File: src/rtl/hcsr04_pkg.sv
// Shared defaults and state type for the HC-SR04 distance filter.
package hcsr04_pkg;

  localparam int DIST_W_DEF     = 12;
  localparam int MIN_MM_DEF     = 20;
  localparam int MAX_MM_DEF     = 4000;
  localparam int MAX_REJECT_DEF = 3;

  typedef enum logic [1:0] {
    WARM  = 2'd0,
    RUN   = 2'd1,
    FAULT = 2'd2
  } state_t;

endpackage

File: src/rtl/hcsr04_median3.sv
// Registered median-of-3 selector; output holds while en is low.
module hcsr04_median3 #(
  parameter int DIST_W = 12
) (
  input  logic              clk,
  input  logic              en,
  input  logic [DIST_W-1:0] a,
  input  logic [DIST_W-1:0] b,
  input  logic [DIST_W-1:0] c,
  output logic [DIST_W-1:0] med
);

  function automatic logic [DIST_W-1:0] median3(input logic [DIST_W-1:0] x,
                                                input logic [DIST_W-1:0] y,
                                                input logic [DIST_W-1:0] z);
    if (x >= y) return (y >= z) ? y : ((x >= z) ? z : x);
    else        return (x >= z) ? x : ((y >= z) ? z : y);
  endfunction

  always_ff @(posedge clk) begin
    if (en) med <= median3(a, b, c);
  end

endmodule

File: src/rtl/hcsr04_dist_filter.sv
// Range-gated, median-of-3 filtered distance with proximity alarm and reject fault.
module hcsr04_dist_filter
  import hcsr04_pkg::*;
#(
  parameter int DIST_W     = DIST_W_DEF,
  parameter int MIN_MM     = MIN_MM_DEF,
  parameter int MAX_MM     = MAX_MM_DEF,
  parameter int MAX_REJECT = MAX_REJECT_DEF
) (
  input  logic              clk,
  input  logic              rst,
  input  logic [DIST_W-1:0] dist_in,
  input  logic              dist_val,
  input  logic [DIST_W-1:0] thr_near,
  input  logic [DIST_W-1:0] thr_hyst,
  output logic [DIST_W-1:0] dist_out,
  output logic              dist_out_val,
  output logic              near,
  output logic              fault,
  output logic [1:0]        rej_cnt
);

  state_t            state, state_next;
  logic [1:0]        fill;
  logic [DIST_W-1:0] w0, w1, w2;
  logic              accept, reject, emit;
  logic [1:0]        rej_inc;
  logic              vld_p0;
  logic [DIST_W-1:0] med_p0;
  logic [DIST_W-1:0] rel_thr;

  function automatic logic [DIST_W-1:0] sat_add(input logic [DIST_W-1:0] x,
                                                input logic [DIST_W-1:0] y);
    logic [DIST_W:0] s;
    s = {1'b0, x} + {1'b0, y};
    return s[DIST_W] ? '1 : s[DIST_W-1:0];
  endfunction

  assign accept  = dist_val && (dist_in >= DIST_W'(MIN_MM)) && (dist_in <= DIST_W'(MAX_MM));
  assign reject  = dist_val && !accept;
  assign rej_inc = (rej_cnt == 2'(MAX_REJECT)) ? rej_cnt : rej_cnt + 2'd1;
  assign rel_thr = sat_add(thr_near, thr_hyst);

  always_comb begin
    state_next = state;
    emit       = 1'b0;
    fault      = 1'b0;
    case (state)
      WARM: begin
        if (accept && fill == 2'd2) begin
          state_next = RUN;
          emit       = 1'b1;
        end else if (reject && rej_inc == 2'(MAX_REJECT)) begin
          state_next = FAULT;
        end
      end
      RUN: begin
        emit = accept;
        if (reject && rej_inc == 2'(MAX_REJECT)) state_next = FAULT;
      end
      FAULT: begin
        fault = 1'b1;
        if (accept) state_next = WARM;
      end
      default: state_next = WARM;
    endcase
  end

  // Stage p0: window shift and median register, both on the accept edge
  hcsr04_median3 #(.DIST_W(DIST_W)) u_median3 (
    .clk (clk),
    .en  (emit),
    .a   (dist_in),
    .b   (w0),
    .c   (w1),
    .med (med_p0)
  );

  always_ff @(posedge clk) begin
    if (rst) begin
      state   <= WARM;
      fill    <= 2'd0;
      rej_cnt <= 2'd0;
      w0      <= '0;
      w1      <= '0;
      w2      <= '0;
      vld_p0  <= 1'b0;
    end else begin
      state  <= state_next;
      vld_p0 <= emit;
      if (state_next == FAULT) begin
        fill <= 2'd0;
        w0   <= '0;
        w1   <= '0;
        w2   <= '0;
        if (reject) rej_cnt <= rej_inc;
      end else if (accept) begin
        w0      <= dist_in;
        w1      <= w0;
        w2      <= w1;
        rej_cnt <= 2'd0;
        if (fill != 2'd3) fill <= fill + 2'd1;
      end else if (reject) begin
        rej_cnt <= rej_inc;
      end
    end
  end

  // Stage p1: output register and alarm; an in-flight result is dropped on fault entry
  always_ff @(posedge clk) begin
    if (rst) begin
      dist_out     <= '0;
      dist_out_val <= 1'b0;
      near         <= 1'b0;
    end else begin
      dist_out_val <= vld_p0 && (state_next != FAULT);
      if (state_next == FAULT) begin
        near <= 1'b0;
      end else if (vld_p0) begin
        dist_out <= med_p0;
        if (med_p0 < thr_near)      near <= 1'b1;
        else if (med_p0 >= rel_thr) near <= 1'b0;
      end
    end
  end

endmodule

File: config.mk
export PLATFORM = sky130hd
export DESIGN_NAME = hcsr04_dist_filter
export DESIGN_NICKNAME = d
export VERILOG_FILES = /design/src/rtl/hcsr04_pkg.sv /design/src/rtl/hcsr04_median3.sv /design/src/rtl/hcsr04_dist_filter.sv
export SDC_FILE = /design/constraint.sdc
export NUM_CORES = 1
export LEC_CHECK = 0
export ABC_AREA = 1
export CAP_MARGIN = 40
export CORE_ASPECT_RATIO = 1.1
export CORE_MARGIN = 2
export CORE_UTILIZATION = 63
export CTS_CLUSTER_DIAMETER = 40
export DETAILED_ROUTE_END_ITERATION = 8
export PLACE_DENSITY = 0.93
export SYNTH_ARGS = -nofsm -noshare
export SYNTH_HDL_FRONTEND = slang
export SYNTH_SLANG_ARGS = --single-unit
File: constraint.sdc
create_clock -name clk -period 9.1 [get_ports clk]
set_input_delay 1.82 -clock clk [delete_from_list [all_inputs] [get_ports clk]]
set_output_delay 1.82 -clock clk [all_outputs]
set_load 0.02 [all_outputs]
### Word-level counts from Yosys, hierarchy flattened

Cells that the tools add are included.

* register bits: 57

* add/sub/neg operators: 3
* $lt $le $gt $ge: 7
* eq/ne operators: 8
* muxes and demuxes: 19
* bitwise logic cells: 1
* reductions and logical operators: 13

Operators with widths (number)
* 12-bit 2-to-1 mux: 6
* 12-bit greater-or-equal comparator: 4
* 2-bit 2-to-1 mux: 7
* 12-bit by 12-bit adder with 13-bit output: 1
* 12-bit by 5-bit greater-or-equal comparator with 1-bit output, second input constant: 1
* 12-bit less-or-equal comparator, second input constant: 1
* 12-bit < comparator: 1
* 2-bit == test, second input constant: 5
* 1-bit logical AND: 6
* 2-bit case mux with 3 select lines: 1
* 2-bit AND reduction: 3
* 2-bit by 1-bit adder with 2-bit output, second input constant: 2
* 1-bit 2-to-1 mux: 4
* 2-bit != test, second input constant: 2
* 2-bit by 1-bit == test with 1-bit output, second input constant: 1
* 2-bit logical NOT: 1
* 1-bit case mux with 2 select lines: 1
* 2-bit nonzero test: 1
* 2-bit OR reduction: 1
* 1-bit logical NOT: 1
* 1-bit inverter: 1

### Depth between registers and ports, before layout

* depth after elaboration: 12
* mapped depth: 21

### Cells and area by module

From an unflattened synthesis, not the netlist that was laid out.

* cells, all modules: 843
* area, all modules: 5397.7 um^2

By module, submodules not included
* hcsr04_dist_filter: times used 1, cells an instance 468, area each 3200.6 um^2, sequential area each 900.9 um^2
* hcsr04_median3: times used 1, cells an instance 375, area each 2197.1 um^2, sequential area each 360.3 um^2

### Least setup slack after synthesis

No wires, ideal clock.

* path type: input port to flip-flop
* start point: input thr_near[0]
* end point: register near
* data arrival time: 4.035 ns
* required time: 8.985 ns
* path slack: 4.950 ns
* stages on the path: 19
* path buffers: 0
* cell sequence: ha_1 -> fa_1 -> nand3_1 -> nand2_1 -> nand2_1 -> nand4_1 -> a21oi_1 -> xor2_1 -> nor2_1 -> ha_1 -> nand2_1 -> nor2_1 -> nand2_1 -> a21oi_1 -> nor2_1 -> nand3_1 -> nand2_1 -> nand2_1 -> a21oi_2

* word-level cells in the longest chain between the ends: 5

RTL lines
* from (decl): line hcsr04_dist_filter.sv:14 `input logic [DIST_W-1:0] thr_near,`
* 12-bit by 12-bit adder with 13-bit output: line hcsr04_dist_filter.sv:35 `s = {1'b0, x} + {1'b0, y};`
* 12-bit 2-to-1 mux: line hcsr04_dist_filter.sv:36 `return s[DIST_W] ? '1 : s[DIST_W-1:0];`
* 12-bit greater-or-equal comparator: line hcsr04_dist_filter.sv:122 `else if (med_p0 >= rel_thr) near <= 1'b0;`
* 2-bit nonzero test (no line)
* 2-bit AND reduction (no line)
* to (signal assigned): line hcsr04_dist_filter.sv:118 `near <= 1'b0;`
* to (signal assigned): line hcsr04_dist_filter.sv:121 `if (med_p0 < thr_near) near <= 1'b1;`
* to (signal assigned): line hcsr04_dist_filter.sv:122
* to (decl): line hcsr04_dist_filter.sv:18 `output logic near,`

Several ways; a longest one is shown, not always the timed one.
A chain may end at the register's enable or synchronous reset.

### Final worst setup path

Ends and elaborated chain as after synthesis.

==> flow_summary.json <==
{
  "grt_start_max_net_pins": 34,
  "rows": 35,
  "slew_violations": 0,
  "yosysUniqueCellTypes": 32,
  "rr_endpoint": "u_median3.med[5]",
  "hold_viol": 0,
  "min_path_type": "reg2reg",
  "fillers": 643,
  "worst_pin_slew_ns": 0.873,
  "routed_wl_um": 14400,
  "yosys.area.top_type": "ha_1",
  "hold_buffers": 0,
  "synth_area_leaders": "ha_1 17%, dfxtp_1 17%, nand2_1 16%",
  "syn_area_um2": 5310,
  "antenna_found_initial": 0,
  "max_cap_violations": 0,
  "io_buffers": 55,
  "setup_violations": 0,
  "cts_setup_buffers": 0,
  "io_pins": 56,
  "slew_headroom_pct": 41.8,
  "cts-root-buf": "clkbuf_8",
  "synth_flop_cell": "dfxtp_1",
  "r2r_setup_slack_ns": 5.97,
  "clkLatencyLatePin_ns": 0.35,
  "htree_levels": 3,
  "cts_buffers": 9,
  "powerDensity_nw_per_um2": 137,
  "cts_sinks": 57,
  "rsz0062_at_grt": "false",
  "initial_core_util_pct": 64.2,
  "fin_ws_ns": 4.46,
  "final.setup.tns_ns": 0,
  "core_um2": 8280,
  "final_cell_mix": "232 x nand2_1, 138 x inv_1, 73 x ha_1",
  "async_flop_share_pct": 0,
  "syn_nets": 919,
  "drt-initial-drc-count": 371,
  "synth_cells": 806,
  "hpwl_um": 10700,
  "dp_slack_ns": 4.15,
  "crit_path_max_fanout": 12,
  "dp.cells": 947,
  "die_w_um": 91.5,
  "grt_pass1_vias": 5458,
  "drive_gt1_share_pct": 6.92,
  "syn_avg_cell_area_um2": 6.59,
  "synth_seq_cells": 57,
  "route.vias.total": 5468,
  "remaining_drc_errors": 0,
  "period_minus_slack_ns": 4.64,
  "hp-start": "w1[8]",
  "yosysSeqAreaShare_pct": 23.7,
  "power.leakage_nw": 3.04,
  "worstSetupPathType": "in2reg",
  "ir_drop_mv": 0.0764,
  "place_congestion": 1.01,
  "path_clk_slew_ns": 0.08,
  "max_freq_mhz": 216,
  "grt_pass1_wl_um": 24200,
  "area_growth_pct": 14.6,
  "setup.worst_path.start_class": "input pin",
  "cts_resized": 0,
  "insertedDiodeCount": 0,
  "hold-path-endpoint": "w1[8]",
  "first_pass_iters": 5,
  "final_cells": 963,
  "yosysTopAreaCellShare_pct": 17.2,
  "clockBufferDepth": 2,
  "fin_crit_sh_pct": 50.9,
  "min_path_cells": 2,
  "synth_edf_count": 12,
  "yosysWarnings": 0,
  "overflow": 0,
  "ant_nets": 0,
  "status": "complete, no violations",
  "grt_usage_pct": 32.5,
  "timing.rr.start": "w1[7]",
  "die_area_um2": 9180,
  "final.setup_skew_ns": 0.0166,
  "wire_per_inst_um": 14.9,
  "fin_nets": 960,
  "endpoint_kind": "register",
  "required_ns": 9.32,
  "die_h_um": 100,
  "reg2regPathDepth": 13,
  "critical_path_arrival_ns": 4.85,
  "cts_tree": "done",
  "layout_commonest_cell": "nand2_1",
  "vias_per_cell": 5.68
}
[synthesized netlist by cell type (8+ instances only)]
library cell / instances
buf_2: 12
nand3_1: 43
a21oi_1: 61
nand2_1: 232
inv_1: 138
ha_1: 73
edfxtp_1: 12
nor2_1: 57
dfxtp_1: 45
a21oi_2: 21
clkbuf_1: 8
xor2_1: 10
o21ai_0: 9
nand4_1: 41
[power by group]
group	total [W]	leakage (nW)	switching, W	internal, W
Sequential	0.000286	0.476	0.0000122	0.000273
Combinational	0.000293	2.46	0.000183	0.000109
Clock	0.000253	0.111	0.000118	0.000134
[how the worst max path moves through the flow]
| stage | start | endpoint |
|---|---|---|
| 2_1_floorplan | thr_near[0] | near |
| 3_3_place_gp | thr_near[0] | near |
| 3_5_place_dp | thr_near[0] | near |
| 4_1_cts | thr_near[0] | near |
| 5_1_grt | thr_near[0] | near |
| 6_report | thr_near[0] | near |
[flip-flops by register name, summed over array words and instances (netlist names)]
name,count
u_median3.med,12
dist_out,12
state,2
rej_cnt,2
near,1
w1,12
dist_out_val,1
fill,2
vld_p0,1
w0,12
[cell families (layout without fill, tap and decap cells)]
| kind of cell | after synthesis | after routing | share of synthesized area, % |
|---|---|---|---|
| compound gates | 98 | 98 | 11.0 |
| xor+xnor | 10 | 10 | 1.65 |
| fa+ha+maj | 74 | 74 | 17.6 |
| buf+inv | 169 | 215 | 12.9 |
| flops | 57 | 57 | 23.7 |
| simple gates | 398 | 398 | 33.1 |
[worst max-delay path: stages]
cell	delay, ns
clkdlybuf4s50_1	0.43
ha_1	0.23
fa_1	0.41
nand3_1	0.10
nand2_1	0.11
nand3_1	0.10
nand4_1	0.39
or2_2	0.45
ha_1	0.19
inv_1	0.05
nand2_1	0.04
nand2_1	0.05
nand2_1	0.05
a21oi_1	0.12
nor2_1	0.06
nand3_1	0.07
nand2_1	0.05
nand2_1	0.09
a21oi_2	0.05
[per-stage QoR]
step | util, % | power (W) | instance area, um^2 | hold WS, ns
floorplan | - | 0.000499 | 5310 | 0.448
global placement | 70.7 | 0.000560 | 5850 | 0.456
detailed placement | 70.9 | 0.000575 | 5870 | 0.463
CTS | 73.5 | 0.000826 | 6080 | 0.475
global route | 73.5 | 0.000883 | 6080 | 0.482
finish | 73.5 | 0.000831 | 6080 | 0.472
[layout make-up]
cell class	count	area [um^2]	area share, %
sequential	57	1260	20.7
inverter	142	533	8.76
multi-input combinational	580	3370	55.3
clock inverter	5	41.3	0.679
timing repair buffer	57	569	9.36
clock buffer	11	174	2.86
tap	111	139	2.28
[per-layer routing]
metal  track usage, %  share of wire (%)  vias to the layer above  wire length [um]
met3             6.16                7.4                       85              1060
met4             18.6                5.3                        0               760
met2             58.7                 49                      277              7060
met5                0                  0                        -                 0
li1                 -                  -                     2669                 -
met1             35.6                 38                     2437              5520
Power figures use the tool's default switching activity.
